### src/rtl/poly_horner_eval.sv
// poly_horner_eval: evaluates c_N*x^N + ... + c_1*x + c_0 (mod 2^WIDTH) with Horner's method.
// A single multiply/add unit is shared: each coefficient after c_N takes one MUL cycle and one ADD cycle.
// Ports:
//   clk     rising-edge clock
//   rst     synchronous active-high reset (abandons any running evaluation)
//   start   request; only sampled while idle, x and coef are captured on accept
//   x       evaluation point (WIDTH bits)
//   coef    packed coefficients, c_i = coef[i*WIDTH +: WIDTH]
//   busy    high while an evaluation is running
//   done    one-cycle pulse when result is updated
//   ovf     (only with POLY_HORNER_OVF_EN) sticky flag: some product or sum exceeded WIDTH bits
//   result  last completed value, held until the next completion
// Optional feature macro: POLY_HORNER_OVF_EN
module poly_horner_eval #(
   parameter int WIDTH  = 16,
   parameter int DEGREE = 2
) (
   input  logic                          clk,
   input  logic                          rst,
   input  logic                          start,
   input  logic [WIDTH-1:0]              x,
   input  logic [(DEGREE+1)*WIDTH-1:0]   coef,
   output logic                          busy,
   output logic                          done,
`ifdef POLY_HORNER_OVF_EN
   output logic                          ovf,
`endif
   output logic [WIDTH-1:0]              result
);
   typedef enum logic [1:0] {IDLE, MUL, ADD} state_t;
   // Products and sums keep their carry bits only when overflow detection needs them.
`ifdef POLY_HORNER_OVF_EN
   localparam int PW = 2 * WIDTH;
   localparam int SW = WIDTH + 1;
`else
   localparam int PW = WIDTH;
   localparam int SW = WIDTH;
`endif
   state_t                        state, state_n;
   logic [WIDTH-1:0]              x_reg, x_n;
   logic [WIDTH-1:0]              acc, acc_n;
   logic [WIDTH-1:0]              result_n;
   logic [WIDTH-1:0]              c_k;
   logic [(DEGREE+1)*WIDTH-1:0]   coef_reg, coef_n;
   logic [3:0]                    k, k_n;
   logic                          done_n;
   logic [PW-1:0]                 prod;
   logic [SW-1:0]                 sum;
`ifdef POLY_HORNER_OVF_EN
   logic                          ovf_n;
`endif
   assign c_k  = coef_reg[int'(k)*WIDTH +: WIDTH];
   assign prod = PW'(acc) * PW'(x_reg);
   assign sum  = SW'(acc) + SW'(c_k);
   assign busy = state != IDLE;
   always_ff @(posedge clk) begin
      if (rst) begin
         state    <= IDLE;
         x_reg    <= '0;
         coef_reg <= '0;
         acc      <= '0;
         k        <= '0;
         result   <= '0;
         done     <= 1'b0;
`ifdef POLY_HORNER_OVF_EN
         ovf      <= 1'b0;
`endif
      end else begin
         state    <= state_n;
         x_reg    <= x_n;
         coef_reg <= coef_n;
         acc      <= acc_n;
         k        <= k_n;
         result   <= result_n;
         done     <= done_n;
`ifdef POLY_HORNER_OVF_EN
         ovf      <= ovf_n;
`endif
      end
   end
   always_comb begin
      state_n  = state;
      x_n      = x_reg;
      coef_n   = coef_reg;
      acc_n    = acc;
      k_n      = k;
      result_n = result;
      done_n   = 1'b0;
`ifdef POLY_HORNER_OVF_EN
      ovf_n    = ovf;
`endif
      case (state)
         IDLE: if (start) begin
            x_n    = x;
            coef_n = coef;
`ifdef POLY_HORNER_OVF_EN
            ovf_n  = 1'b0;
`endif
            // A constant polynomial needs no arithmetic: publish c_0 directly.
            if (DEGREE == 0) begin
               result_n = coef[WIDTH-1:0];
               done_n   = 1'b1;
            end else begin
               acc_n   = coef[DEGREE*WIDTH +: WIDTH];
               k_n     = 4'(DEGREE - 1);
               state_n = MUL;
            end
         end
         MUL: begin
            acc_n   = prod[WIDTH-1:0];
`ifdef POLY_HORNER_OVF_EN
            ovf_n   = ovf | (|prod[PW-1:WIDTH]);
`endif
            state_n = ADD;
         end
         ADD: begin
`ifdef POLY_HORNER_OVF_EN
            ovf_n = ovf | sum[WIDTH];
`endif
            if (k == 4'd0) begin
               result_n = sum[WIDTH-1:0];
               done_n   = 1'b1;
               state_n  = IDLE;
            end else begin
               acc_n   = sum[WIDTH-1:0];
               k_n     = k - 4'd1;
               state_n = MUL;
            end
         end
         default: state_n = IDLE;
      endcase
   end
endmodule

### config.mk
export PLATFORM = sky130hd
export DESIGN_NAME = poly_horner_eval
export DESIGN_NICKNAME = d
export VERILOG_FILES = /design/src/rtl/poly_horner_eval.sv
export SDC_FILE = /design/constraint.sdc
export NUM_CORES = 1
export LEC_CHECK = 0
export BUFFER_PORTS_ARGS = -buffer_cell sky130_fd_sc_hd__buf_2
export CORE_MARGIN = 10
export CORE_UTILIZATION = 55
export CTS_CLUSTER_SIZE = 24
export DETAILED_ROUTE_END_ITERATION = 8
export PLACE_DENSITY = 0.82
export RECOVER_POWER = 100
export SYNTH_ARGS = -nofsm -noshare
export SYNTH_HDL_FRONTEND = slang
export SYNTH_SLANG_ARGS = --single-unit
### constraint.sdc
create_clock -name clk -period 15.1 [get_ports clk]
set_input_delay 3.02 -clock clk [delete_from_list [all_inputs] [get_ports clk]]
set_output_delay 3.02 -clock clk [all_outputs]
set_load 0.02 [all_outputs]
After elaboration in Yosys (flattened, before gate mapping)
Index checks and enable logic that the tools add are counted.
Cells by class
  add/sub/neg operators: 2
  $mul: 1
  divide/modulo/power cells: 0
  $lt $le $gt $ge: 0
  equal/unequal tests: 4
  shifts and indexed selects: 1
  muxes and demuxes: 10
  bitwise gates (word level): 1
  reductions and logical operators: 10
Operator list (number)
  $pmux 16 s3: 1
  $shiftx 48x9->16: 1
  $mux 16: 2
  $add 16x16->16: 1
  $mul 16x16->16: 1
  $mux 4: 2
  $pmux 4 s2: 1
  $pmux 2 s3: 1
  $reduce_and 3->1: 2
  $logic_not 4->1: 1
  $ne 2x2->1 const B: 2
  $reduce_and 2->1: 2
  $reduce_bool 2->1: 2
  $sub 4x1->4 const B: 1
  $reduce_bool 3->1: 1
  $eq 2x1->1 const B: 1
  $eq 2x2->1 const B: 1
  $logic_not 2->1: 1
  $mux 1: 2
  $mux 2: 1
  $reduce_or 2->1: 1
  $not 1->1: 1
Storage, ports and cells
  bits in registers: 103
  latch bits: 0
  memory bits (writable): 0
  bits in read-only memories: 0
  input bits: 67
  output and inout bits: 18
  word-level logic and storage cells: 36
  memories: 0

Depth between registers and ports, before layout
  depth in word-level cells: 4
  depth in mapped cells: 21
  gate-level depth less buffers: 20

Worst setup path after synthesis
Ideal clock, no wire load.
  path type: register -> register
  start point: register x_reg[1]
  end point: register acc[15]
  setup time: 0.077 ns
  arrival: 5.079 ns
  data required time: 15.023 ns
  path slack: 9.945 ns
  cell stages (with the launch flop): 20
  path buffers: 1
  period minus slack after synthesis: 5.155 ns
  cell sequence: dfxtp_1 > clkbuf_1 > nand2_1 > fa_1 > fa_1 > fa_1 > fa_1 > inv_1 > fa_1 > inv_1 > fa_1 > inv_1 > ha_1 > a21o_1 > nand2_1 > inv_1 > o32ai_1 > xnor2_1 > nand2_1 > a41oi_2
On the way
  longest elaborated chain between the ends: 2
Ends and longest elaborated chain
  from (decl): line 40  | logic [WIDTH-1:0] x_reg, x_n;
  from (signal assigned): line 70  | x_reg <= x_n;
  $mul 16x16->16: line 53  | assign prod = PW'(acc) * PW'(x_reg);
  $pmux 16 s3: line 92  | case (state)
  to (signal assigned): line 72  | acc <= acc_n;
  to (decl): line 41  | logic [WIDTH-1:0] acc, acc_n;
No other way between the ends.
A chain may end at the register's enable or synchronous reset.

==> impl_metrics.env <==
export IMPL_outcome="complete, but fails checks"
export IMPL_violations="max-capacitance violations, max-slew violations"
export IMPL_syn_to_final_growth_pct=7.96
export IMPL_grt_max_degree=105
export IMPL_max_vdd_ir_drop_mv=0.0695
export IMPL_drive_above_1_share=0.0732
export IMPL_core_area_um2=16000
export IMPL_post_cts_repair_setup_buffers=0
export IMPL_synth_cell_type_count=53
export IMPL_timing_setup_tns_ns=0
export IMPL_via_count=7785
export IMPL_utilization=0.610
export IMPL_dominantRegCellSynth="dfxtp_1"
export IMPL_diodes=0
export IMPL_min_delay_path_class="reg2reg"
export IMPL_synth_edf_count=0
export IMPL_rsz0062_at_grt="false"
export IMPL_final_net_count=1401
export IMPL_cp_end_kind="flop"
export IMPL_internal_power_mw=0.538
export IMPL_powerDensity_nw_per_um2=87.6
export IMPL_fin_crit_sh=0.436
export IMPL_yosys_area_top_type="dfxtp_1"
export IMPL_power_switching_mw=0.318
export IMPL_avgSynthCellArea_um2=7.86
export IMPL_hpwl_um=17700
export IMPL_drc=0
export IMPL_critPathArrivalTime_ns=6.65
export IMPL_synth_nets=1367
export IMPL_grt_remaining_overflow=0
export IMPL_clock_latency_ns=0.35
export IMPL_worstMarginPinSlew_ns=4.47
export IMPL_numPortBuffers=84
export IMPL_drt_iter0_markers=673
export IMPL_clk_pin_slew_worst_paths_ns=0.07
export IMPL_hold_viol=0
export IMPL_grt_pass1_vias=7959
export IMPL_max_freq_ghz=0.152
export IMPL_crit_family="buffers and inverters"
export IMPL_numClockSinks=103
export IMPL_clkPwrFrac=0.280
export IMPL_tritoncts="built"
export IMPL_path_buf_inv=1
export IMPL_period_needed_ns=6.58
export IMPL_synth_cells=1150
export IMPL_ant_nets=0
export IMPL_drt_first_pass_iters=7
export IMPL_die_width_um=148
export IMPL_syn_area_um2=9040
export IMPL_synthTopCellsByArea="dfxtp_1 23%, fa_1 18%, nand2_1 10%"
export IMPL_numCtsBuffers=9
export IMPL_row_count=46
export IMPL_clock_root_buffer="clkbuf_16"
export IMPL_synth_top_cell_area_share=0.228
export IMPL_cp_required_ns=15.17
export IMPL_htreeDepth=3
export IMPL_async_flop_share=0
export IMPL_vias_per_cell=5.54
export IMPL_slowest_delay_ns=3.07
export IMPL_grt_pass1_wl_um=38400
export IMPL_initial_core_util=0.565
export IMPL_slowest_stage="clkbuf_1"
export IMPL_holdBufCountCts=0
export IMPL_relSlewSlack=-1.98
export IMPL_gp_congestion=0.919
export IMPL_synth_warning_count=0
export IMPL_wirelength_um=22900
export IMPL_hold_ws_ns=0.456
export IMPL_combPwrFrac=0.327
export IMPL_largest_reg_flops=48
export IMPL_drv_slew=105
export IMPL_antenna_found_initial=0
export IMPL_worstPathMaxFanout=104
export IMPL_r2r_slack_ns=9.50
export IMPL_p_leak_nw=4.42
export IMPL_die_area_um2=22000
export IMPL_seqPwrFrac=0.393
export IMPL_wl_per_cell_um=16.3
export IMPL_setup_violations=0
export IMPL_die_height_um=148
export IMPL_cts_resized=0
export IMPL_drv_cap=1
export IMPL_seq_area_frac_synth=0.228
export IMPL_crit_type="in2reg"
export IMPL_io_pins=85
export IMPL_worstSetupStartpointType="primary input"
export IMPL_grt_usage=0.210
export IMPL_switching_share=0.372
export IMPL_crit_chain="clkbuf_1 -> nor2_1 -> nand2_1 -> o22ai_1"
export IMPL_synth_seq_cells=103
export IMPL_finClkSkew_ns=0.00947
export IMPL_clk_path_buf_depth=2
-- power groups by stage --
stage | Clock (mW) | Combinational, mW | Sequential (mW)
6_report | 0.240 | 0.280 | 0.336
5_1_grt | 0.252 | 0.314 | 0.340
4_1_cts | 0.241 | 0.280 | 0.334
3_5_place_dp | 0 | 0.277 | 0.341
3_3_place_gp | 0 | 0.271 | 0.339
2_1_floorplan | 0 | 0.218 | 0.316
-- cell type report --
type	count	area (µm²)
clock inverter	5	57.6
fill	1414	6240
tap	216	270
timing repair buffer	87	419
sequential	103	2060
multi-input combinational	856	6240
clock buffer	10	239
inverter	127	477
-- cell usage in the layout, fill, tap and decap left out, types with 2 or more instances in the layout --
cell type  instances
a211oi_1           6
a21o_1             9
a21oi_1          129
a221oi_1          11
a31oi_1            3
and2_1            68
and3_1             2
buf_2             65
buf_4              3
clkbuf_1          19
clkbuf_16          9
clkinv_2           2
dfxtp_1          103
fa_1              81
ha_1              69
inv_1            126
mux2i_1           18
nand2_1          246
nand2b_1           7
nand3_1            8
nand3b_1           3
nand4_1            3
nor2_1            69
nor2b_1            3
nor3_1            14
nor3b_1            2
nor4_1             5
o21a_1             6
o21ai_0            8
o21ai_1            3
o21bai_1           5
o311a_1            2
or3_1              4
xnor2_1           42
xor2_1            11
-- worst reg2reg max path, stage by stage (launching register included) --
cell      delay, ns
dfxtp_1        0.67
and2_1         0.25
fa_1           0.43
inv_1          0.08
fa_1           0.44
fa_1           0.52
fa_1           0.55
inv_1          0.05
fa_1           0.49
inv_1          0.06
fa_1           0.48
inv_1          0.05
ha_1           0.34
a21o_1         0.18
nand2_1        0.06
inv_1          0.05
nor3_1         0.18
xnor2_1        0.11
a221oi_1       0.25
nor4_1         0.07
-- stage by stage --
step	total power, mW	cells	area (µm²)	setup WS [ns]
2_1_floorplan	0.533	1150	9040	9.94
3_3_place_gp	0.610	1389	9510	9.74
3_5_place_dp	0.617	1389	9510	9.57
4_1_cts	0.855	1404	9800	9.55
5_1_grt	0.905	1404	9760	7.97
6_report	0.856	1404	9760	8.52
-- path summary, 6_finish.rpt --
| check | start | endpoint | cells past startpoint |
|---|---|---|---|
| setup / recovery | rst | acc[10]$_SDFFE_PP0P_ | 4 |
| hold / removal | coef_reg[34]$_SDFFE_PP0P_ | coef_reg[34]$_SDFFE_PP0P_ | 2 |
| setup reg to reg | acc[5]$_SDFFE_PP0P_ | acc[13]$_SDFFE_PP0P_ | 19 |
| hold reg to reg | coef_reg[34]$_SDFFE_PP0P_ | coef_reg[34]$_SDFFE_PP0P_ | 2 |
-- synthesized netlist by cell type (all sizes together), types with 2 or more instances --
library cell,number
a211oi,6
a21o,9
a21oi,129
a221oi,11
a31oi,3
and2,69
and3,2
buf,15
clkbuf,49
dfxtp,103
fa,81
ha,69
inv,126
mux2i,18
nand2,247
nand2b,7
nand3,8
nand3b,3
nand4,3
nor2,69
nor2b,3
nor3,15
nor3b,2
nor4,5
o21a,6
o21ai,11
o21bai,5
o311a,2
or3,4
xnor2,42
xor2,11
-- logic make-up (layout without fill, tap and decap cells) --
group	after synthesis	count (layout)	synth area share
and+or+nand+nor	441	441	0.217
buffers and inverters	191	229	0.0811
DFF	103	103	0.228
xor gates and xnor gates	54	54	0.0538
AOI/OAI and AO/OA	193	193	0.126
muxes	18	18	0.0199
adders and majority gates	150	150	0.275
-- layer usage --
layer | global-route usage | up-vias | routed length, µm
met4 | 0.108 | 0 | 995
li1 | - | 3744 | -
met5 | 0 | - | 0
met1 | 0.258 | 3679 | 9550
met2 | 0.350 | 290 | 11100
met3 | 0.0325 | 72 | 1290
No activity file was read; power rests on OpenSTA's default activity.
